## src/rtl/dvs_event_scheduler.sv

```systemverilog
// Round-robin scheduler for two DVS requesters sharing one preprocessor.
// Owns the microsecond timestamp and buffers passed events toward RAVENS.
package dvs_ravens_pkg;
    localparam int DVS_X_ADDR_BITS   = 8;
    localparam int DVS_Y_ADDR_BITS   = 8;
    localparam int TIMESTAMP_US_BITS = 8;
    localparam int EVENT_BITS        =
        DVS_X_ADDR_BITS + DVS_Y_ADDR_BITS + 1 + TIMESTAMP_US_BITS;
endpackage

module dvs_event_scheduler
    import dvs_ravens_pkg::*;
#(
    parameter int CLKS_PER_US = 100,
    parameter int FIFO_DEPTH  = 4,
    parameter int CNT_BITS    = 16
) (
    input  logic                                clk,
    input  logic                                rst,
    input  logic                                enable,
    input  logic [1:0]                          req_valid,
    output logic [1:0]                          req_ready,
    input  logic [1:0][DVS_X_ADDR_BITS-1:0]     req_x,
    input  logic [1:0][DVS_Y_ADDR_BITS-1:0]     req_y,
    input  logic [1:0]                          req_polarity,
    output logic [DVS_X_ADDR_BITS-1:0]          pp_event_x,
    output logic [DVS_Y_ADDR_BITS-1:0]          pp_event_y,
    output logic [TIMESTAMP_US_BITS-1:0]        pp_event_timestamp,
    output logic                                pp_event_polarity,
    input  logic [EVENT_BITS-1:0]               pp_preprocessed_event,
    input  logic                                pp_event_filtered,
    output logic [EVENT_BITS-1:0]               out_event,
    output logic                                out_valid,
    input  logic                                out_ready,
    output logic [$clog2(FIFO_DEPTH):0]         fifo_level,
    output logic [CNT_BITS-1:0]                 filtered_count,
    output logic [CNT_BITS-1:0]                 passed_count,
    output logic                                busy
);

    localparam int PW = (CLKS_PER_US > 1) ? $clog2(CLKS_PER_US) : 1;
    localparam int AW = $clog2(FIFO_DEPTH);
    localparam int LW = AW + 1;

    typedef enum logic [1:0] {
        IDLE,
        EVAL,
        STALL
    } state_t;

    state_t                       state;
    logic                         last_grant;
    logic [PW-1:0]                presc;
    logic [TIMESTAMP_US_BITS-1:0] us_count;
    logic                         grant_vld;
    logic                         grant_idx;
    logic [EVENT_BITS-1:0]        mem [FIFO_DEPTH];
    logic [AW-1:0]                wr_ptr;
    logic [AW-1:0]                rd_ptr;
    logic                         full;
    logic                         push;
    logic                         pop;

    always_ff @(posedge clk or posedge rst) begin
        if (rst) begin
            presc    <= '0;
            us_count <= '0;
        end else if (presc == PW'(CLKS_PER_US - 1)) begin
            presc    <= '0;
            us_count <= us_count + TIMESTAMP_US_BITS'(1);
        end else begin
            presc <= presc + PW'(1);
        end
    end

    // Tie goes to the requester not granted last time.
    always_comb begin
        grant_vld = 1'b0;
        grant_idx = 1'b0;
        if (!rst && enable && state == IDLE) begin
            unique case (1'b1)
                (req_valid == 2'b01): begin
                    grant_vld = 1'b1;
                    grant_idx = 1'b0;
                end
                (req_valid == 2'b10): begin
                    grant_vld = 1'b1;
                    grant_idx = 1'b1;
                end
                (req_valid == 2'b11): begin
                    grant_vld = 1'b1;
                    grant_idx = ~last_grant;
                end
                default: ;
            endcase
        end
    end

    assign req_ready = grant_vld ? (2'b01 << grant_idx) : 2'b00;

    assign full = (fifo_level == LW'(FIFO_DEPTH));
    assign push = !full &&
                  ((state == EVAL && !pp_event_filtered) ||
                   state == STALL);
    assign pop  = out_valid && out_ready;

    always_ff @(posedge clk or posedge rst) begin
        if (rst) begin
            state              <= IDLE;
            last_grant         <= 1'b1;
            pp_event_x         <= '0;
            pp_event_y         <= '0;
            pp_event_timestamp <= '0;
            pp_event_polarity  <= 1'b0;
        end else begin
            unique case (state)
                IDLE: begin
                    if (grant_vld) begin
                        state              <= EVAL;
                        last_grant         <= grant_idx;
                        pp_event_x         <= req_x[grant_idx];
                        pp_event_y         <= req_y[grant_idx];
                        pp_event_polarity  <= req_polarity[grant_idx];
                        pp_event_timestamp <= us_count;
                    end
                end
                EVAL: begin
                    if (!pp_event_filtered && full) state <= STALL;
                    else                            state <= IDLE;
                end
                STALL: begin
                    if (!full) state <= IDLE;
                end
                default: state <= IDLE;
            endcase
        end
    end

    always_ff @(posedge clk or posedge rst) begin
        if (rst) begin
            for (int i = 0; i < FIFO_DEPTH; i++) mem[i] <= '0;
            wr_ptr     <= '0;
            rd_ptr     <= '0;
            fifo_level <= '0;
        end else begin
            if (push) begin
                mem[wr_ptr] <= pp_preprocessed_event;
                wr_ptr      <= wr_ptr + AW'(1);
            end
            if (pop) rd_ptr <= rd_ptr + AW'(1);
            if (push && !pop)      fifo_level <= fifo_level + LW'(1);
            else if (pop && !push) fifo_level <= fifo_level - LW'(1);
        end
    end

    always_ff @(posedge clk or posedge rst) begin
        if (rst) begin
            filtered_count <= '0;
            passed_count   <= '0;
        end else begin
            if (state == EVAL && pp_event_filtered &&
                filtered_count != '1)
                filtered_count <= filtered_count + CNT_BITS'(1);
            if (push && passed_count != '1)
                passed_count <= passed_count + CNT_BITS'(1);
        end
    end

    assign out_event = mem[rd_ptr];
    assign out_valid = (fifo_level != '0);
    assign busy      = (state != IDLE);

endmodule

```

## config.mk

```make
export PLATFORM = sky130hd
export DESIGN_NAME = dvs_event_scheduler
export DESIGN_NICKNAME = d
export VERILOG_FILES = /design/src/rtl/dvs_event_scheduler.sv
export SDC_FILE = /design/constraint.sdc
export NUM_CORES = 1
export LEC_CHECK = 0
export CAP_MARGIN = 30
export CORE_ASPECT_RATIO = 1.75
export CORE_MARGIN = 1.5
export CORE_UTILIZATION = 45
export CTS_CLUSTER_DIAMETER = 80
export DETAILED_ROUTE_END_ITERATION = 6
export GPL_TIMING_DRIVEN = 0
export PLACE_DENSITY = 0.67
export SETUP_SLACK_MARGIN = 0.02
export SYNTH_ARGS = -nofsm -noshare
export SYNTH_HDL_FRONTEND = slang
export SYNTH_SLANG_ARGS = --single-unit
```

## constraint.sdc

```tcl
create_clock -name clk -period 7.7 [get_ports clk]
set_input_delay 1.54 -clock clk [delete_from_list [all_inputs] [get_ports clk]]
set_output_delay 1.54 -clock clk [all_outputs]
set_load 0.01 [all_outputs]
```

==> impl_metrics.json <==
{
  "drc": 0,
  "critPathRequiredTime_ns": 6.16,
  "nNetsFinal": 817,
  "ff_latch_area_mm2": 0.00456,
  "io_pins": 155,
  "cts_root_buffer": "clkbuf_16",
  "setup_viol": 0,
  "antenna_found_initial": 0,
  "gr-total-overflow": 0,
  "firstDrtPassIters": 5,
  "die_h_um": 184,
  "syn_inst": 567,
  "hold_start": "presc[0]",
  "syn_nets": 643,
  "ys_seq_area_share_pct": 53.9,
  "min_path_type": "reg -> reg",
  "hold_violations": 0,
  "die-area_mm2": 0.0196,
  "clock-skew-final_ns": 0.00905,
  "area_growth_pct": 29.6,
  "seq_power_share_pct": 38.9,
  "cap_violations": 0,
  "diodes": 0,
  "min_path_cells": 1,
  "drtIter0Drc": 117,
  "post-route-util_pct": 59.2,
  "start_util_pct": 45.7,
  "cts.repair.resized": 0,
  "wl_mm": 19.0,
  "hold_end": "presc[0]",
  "fill_cells": 1526,
  "cp_slowest_cell": "nor2_1",
  "fmax_mhz": 169,
  "rsz0062_at_grt": "no",
  "status": "completed",
  "coreArea_mm2": 0.0185,
  "arrival_ns": 4.39,
  "netlist-cell-type-count": 46,
  "grt_pass1_wl_mm": 31.3,
  "viasPerCell": 5.41,
  "multiInputGateArea_mm2": 0.00369,
  "critical_path_class": "in -> out",
  "switching_share_pct": 28.5,
  "max_stage_delay_ns": 0.63,
  "synth-seq-cells": 182,
  "critPathMaxFanout": 10,
  "p_switching_uw": 1080,
  "dp_slack_ns": 1.69,
  "reg2reg_slack_ns": 5.27,
  "netlist_area_mm2": 0.00845,
  "io_buffer_count": 154,
  "synth_common_cells": "dfrtp_1, mux2_4, mux2_2",
  "cts_tree": "built",
  "wire_per_inst_um": 19.2,
  "power.density_mw_per_mm2": 346,
  "max_slew_margin_pct": 48.1,
  "rr_endpoint": "fifo_level[1]",
  "grt_pass1_vias": 5946,
  "fp.dieW_um": 107,
  "fin_ws_ns": 1.77,
  "cts_setup_buffers": 0,
  "routabilityCongestion": 0.801,
  "crit_path_end_kind": "output port",
  "avgSynthCellArea_um2": 14.9,
  "dp_hpwl_mm": 13.3,
  "ys_top_cells_by_area": "dfrtp_1, mux2_4, mux4_2",
  "insertion_delay_ns": 0.43,
  "synth_most_common_cell": "dfrtp_1",
  "path_cells": "clkdlybuf4s50_1 > nor4b_1 > o21ai_1 > nor2_1 > buf_2 > clkdlybuf4s50_1",
  "hold_buffers": 0,
  "num_rows": 66,
  "clock-sinks": 182,
  "cts_max_path_buffers": 2,
  "reg2reg_depth": 8,
  "synth_edf_count": 0,
  "internal-power_uw": 2710,
  "synth_top_area_cell": "dfrtp_1",
  "grt_max_degree": 102,
  "grt.total_usage_pct": 20.6,
  "drtAntennaViolNets": 0,
  "combinationalPowerShare_pct": 36.9,
  "cpMostUsedCell": "clkdlybuf4s50_1",
  "htree_levels": 4,
  "p_leak_uw": 0.00516,
  "num_vias": 5362,
  "synth_flop_cell": "dfrtp_1",
  "start_kind": "input pin",
  "slew_violations": 0,
  "r2r_start": "fifo_level[0]",
  "fin_crit_ns": 5.93,
  "yosysTopAreaCellShare_pct": 53.6,
  "cts_inserted_buffers": 17,
  "post-route-period-util_pct": 77.0,
  "max-vdd-ir-drop_mv": 0.193,
  "drive_above_1_share_pct": 26.5,
  "synthArstFlopShare_pct": 100,
  "clk_pin_slew_ns": 0.07,
  "clkPwrFrac_pct": 24.2,
  "ys.warnings.count": 0,
  "tightest_slew_ns": 0.772
}
[through the flow]
stage	hold WS (ns)	power (uW)	TNS [ns]	cells	instance area, um2
4_1_cts	0.475	3840	0	992	10900
5_1_grt	0.505	3990	0	992	10900
3_5_place_dp	0.465	2900	0	960	10300
3_3_place_gp	0.448	2840	-163.40	959	10300
2_1_floorplan	0.433	2310	0	567	8450
6_report	0.469	3790	0	992	10900
[placed cells by master, fill, tap and decap left out, types with 3 or more instances in the layout]
cell	n
clkbuf_16	17
bufinv_16	3
nor2_1	15
ha_1	9
mux4_2	25
and4_1	3
and3_1	5
xnor2_1	14
clkinv_4	3
nand4_1	16
inv_6	3
nand2_1	16
inv_1	5
o21ai_0	4
nor4b_1	4
a22o_1	17
clkdlybuf4s50_1	154
nand3_1	14
clkbuf_1	7
xor2_1	27
nor4_1	14
buf_2	5
buf_6	10
dfrtp_1	181
nand2_4	4
mux2_2	36
nor3_1	8
mux2_4	80
a21o_1	18
a21oi_1	4
[worst max-delay path by stage]
stage | from | endpoint | slack [ns] | depth (start not counted)
2_1_floorplan | rst | fifo_level[0] | 1.22 | 1
3_3_place_gp | rst | mem[89] | -0.91 | 2
3_5_place_dp | rst | req_ready[0] | 1.69 | 6
4_1_cts | rst | req_ready[0] | 1.68 | 6
5_1_grt | rst | req_ready[0] | 1.56 | 6
6_report | rst | req_ready[0] | 1.77 | 6
[layout make-up]
type / instances / area share [%]
Buffer: 24 / 1.57
Clock buffer: 19 / 4.14
Clock inverter: 13 / 1.55
Inverter: 7 / 0.354
Multi-Input combinational cell: 354 / 33.7
Sequential cell: 182 / 41.6
Tap cell: 238 / 2.72
Timing Repair Buffer: 155 / 14.3
[sequential cells by signal, indices dropped and copies added, names as in the netlist]
signal,count
mem,100
filtered_count,16
passed_count,16
pp_event_timestamp,8
pp_event_x,8
pp_event_y,8
us_count,8
presc,7
fifo_level,3
rd_ptr,2
state,2
wr_ptr,2
last_grant,1
pp_event_polarity,1
[worst max-delay path: cells and delay by family]
| family | cells | cell delay, ns |
|---|---|---|
| buffers and inverters | 3 | 1.43 |
| AO/OA/AOI/OAI | 1 | 0.29 |
| AND/OR/NAND/NOR | 2 | 1.13 |
[layer usage]
metal / vias up / wire length, um / GRT usage (%)
met1: 2766 / 7390 / 23.8
met3: 25 / 720 / 4.56
met2: 133 / 10500 / 36.9
li1: 2438 / - / -
met4: 0 / 350 / 7.73
met5: - / 0 / 0
[power groups by stage]
stage                     clock network (uW)  registers [uW]  logic [uW]
final                                    917            1470        1400
after global routing                     977            1510        1500
after CTS                                942            1470        1420
after detailed placement                   0            1490        1410
after global placement                     0            1460        1380
after floorplan                            0            1440         864
[cells by family (layout without fill, tap and decap cells)]
kind of cell | Yosys count | in the layout | synth area share, %
flip-flops | 182 | 182 | 53.9
multiplexers | 141 | 141 | 25.7
AND/OR/NAND/NOR | 113 | 113 | 7.79
adder cells (fa/ha/maj) | 10 | 10 | 1.57
buffers and inverters | 31 | 218 | 2.40
AO/OA/AOI/OAI | 49 | 49 | 4.38
XOR/XNOR | 41 | 41 | 4.25
(Power assumes the default switching activity.)
==> patch (same flow settings) <==
Change the parameter `FIFO_DEPTH` from 4 to 8.
--- a/src/rtl/dvs_event_scheduler.sv
+++ b/src/rtl/dvs_event_scheduler.sv
@@ -12,7 +12,7 @@
     import dvs_ravens_pkg::*;
 #(
     parameter int CLKS_PER_US = 100,
-    parameter int FIFO_DEPTH  = 4,
+    parameter int FIFO_DEPTH  = 8,
     parameter int CNT_BITS    = 16
 ) (
     input  logic                                clk,
Ports: changed (resized fifo_level); port bits go from 155 to 156. No check against the original RTL was run, so the function may have changed too.
==> patch against the original RTL <==
- final area rose by 47%
- sequential cell count rose by 103
- area after synthesis grew 54%
- worst hold slack improved by 0.0012 ns
- register-to-register slack worse by 0.35 ns
- final cell count grew 47%
- worst setup slack better by 0.47 ns
- routed wire length up 50%
- power rose by 42%
- die area rose by 53%
- sequential power up 51%
- highest routed layer unchanged
==> patch: results (changes against the original RTL) <==
[run_status]
status = finished clean  ; unchanged

[clock_tree]
root_buffer = clkbuf_16  ; unchanged
cts_max_path_buffers = 3  ; was 2
cts_htree_levels = 1  ; was 4
cts_buffers = 28  ; was 17
clk_latency_ns = 0.55  ; was 0.43 ns

[setup_path]
worstPathArrival_ns = 3.92  ; was 4.39 ns
reg2reg_slack_ns = 4.92  ; was 5.27 ns
reg2regPathDepth = 10  ; was 8

[yosys]
synth_commonest_cells = 284 x dfrtp_1, 218 x mux2_2, 50 x mux4_2  ; was 181 x dfrtp_1, 80 x mux2_4, 36 x mux2_2
ys_seq_area_frac = 0.547  ; was 0.539
synth_nets = 947  ; was 643
synth_mux_area_frac = 0.317  ; was 0.257
synth_ff_type = dfrtp_1  ; unchanged
synthAdderAreaFrac = 0.0102  ; was 0.0157
yosys_register_bits = 285  ; was 182
synthTopCellsByArea = dfrtp_1 55%, mux2_2 19%, mux4_2 8.6%  ; was dfrtp_1 54%, mux2_4 14%, mux4_2 6.7%

[routing]
dr.first_iter.drc_count = 233  ; was 117
firstDrtPassIters = 4  ; was 5
via_per_inst = 5.40  ; was 5.41
routed_wl_um = 28600  ; was 19000 um

[global_route]
grt_pass1_wl_um = 47100  ; was 31300 um
first_global_vias = 8603  ; was 5946
grt_max_degree = 43  ; was 102
globalRouteTotalUtil = 0.196  ; was 0.206

[power]
vdd_drop_max_mv = 0.204  ; was 0.193 mV
power_leakage_nw = 7.43  ; was 5.16 nW
power_switching_mw = 1.52  ; was 1.08 mW

[finish]
final_layout_size_suffix_gt1_frac = 0.348  ; was 0.265
top_regs = mem x200, filtered_count x16, passed_count x16  ; was mem x100, filtered_count x16, passed_count x16
final_nets = 1139  ; was 817

[timing]
worst_slew_pin_slew_ns = 0.910  ; was 0.772 ns
finalClockSkew_ns = 0.0147  ; was 0.00905 ns
fmax_mhz = 183  ; was 169 MHz

[place]
dp_slack_ns = 2.20  ; was 1.69 ns
hpwl_um = 19900  ; was 13300 um
gp_congestion = 0.752  ; was 0.801
io_buffers = 155  ; was 154

## patch: cell count changes in the layout (fill, tap and decap cells not counted), moves of 18 or more
cell	before	now
dfrtp_1	181	284
mux2_2	36	218
mux2_4	80	20
mux2i_1	0	18
mux4_2	25	50
## patch: metal layers
metal	up-vias	GRT usage	wire [um]
met5	-	0	0
met4	0	0.0580	602
met3	40	0.0238	940
met2	137	0.371	15900
met1	4106	0.231	11200
li1	3600	-	-
## patch: path summary, 6_finish.rpt
check | from | endpoint
worst max-delay path | rst | req_ready[0]
worst min-delay path | us_count[7] | us_count[7]
worst max register to register | fifo_level[0] | fifo_level[3]
worst min register to register | us_count[7] | us_count[7]
max in group asynchronous | rst | mem[151]
min in group asynchronous | rst | pp_event_timestamp[6]
## patch: power by group through the flow
stage / Sequential (mW) / Clock, mW / Combinational (mW)
6_report: 2.22 / 1.38 / 1.80
5_1_grt: 2.28 / 1.47 / 1.95
4_1_cts: 2.22 / 1.41 / 1.84
3_5_place_dp: 2.24 / 0 / 1.84
3_3_place_gp: 2.22 / 0 / 1.79
2_1_floorplan: 2.19 / 0 / 1.20
## patch: final cells by class
class | count | area, um^2
Multi-Input combinational cell | 533 | 5580
Clock buffer | 41 | 821
Inverter | 6 | 26.3
Tap cell | 378 | 473
Timing Repair Buffer | 162 | 1690
Buffer | 47 | 295
Clock inverter | 9 | 103
Fill cell | 2428 | 12400
Sequential cell | 285 | 7130
## patch: through the flow
stage	std cells	hold slack (ns)	area, um^2
3_5_place_dp	1411	0.466	15200
5_1_grt	1461	0.499	16100
6_report	1461	0.470	16100
4_1_cts	1461	0.479	16100
2_1_floorplan	871	0.440	13000
3_3_place_gp	1404	0.459	15100
## patch: worst max-delay path, stage by stage
cell	delay, ns
clkdlybuf4s50_1	0.46
nor4b_1	0.38
o21a_1	0.17
buf_2	0.20
buf_1	0.42
and2_1	0.19
clkdlybuf4s50_1	0.54
## patch: logic make-up after synthesis
family / Yosys count
adder cells (fa/ha/maj): 10
AND/OR/NAND/NOR: 140
XOR/XNOR: 42
flip-flops: 285
buffers and inverters: 53
multiplexers: 312
AO/OA/AOI/OAI: 29
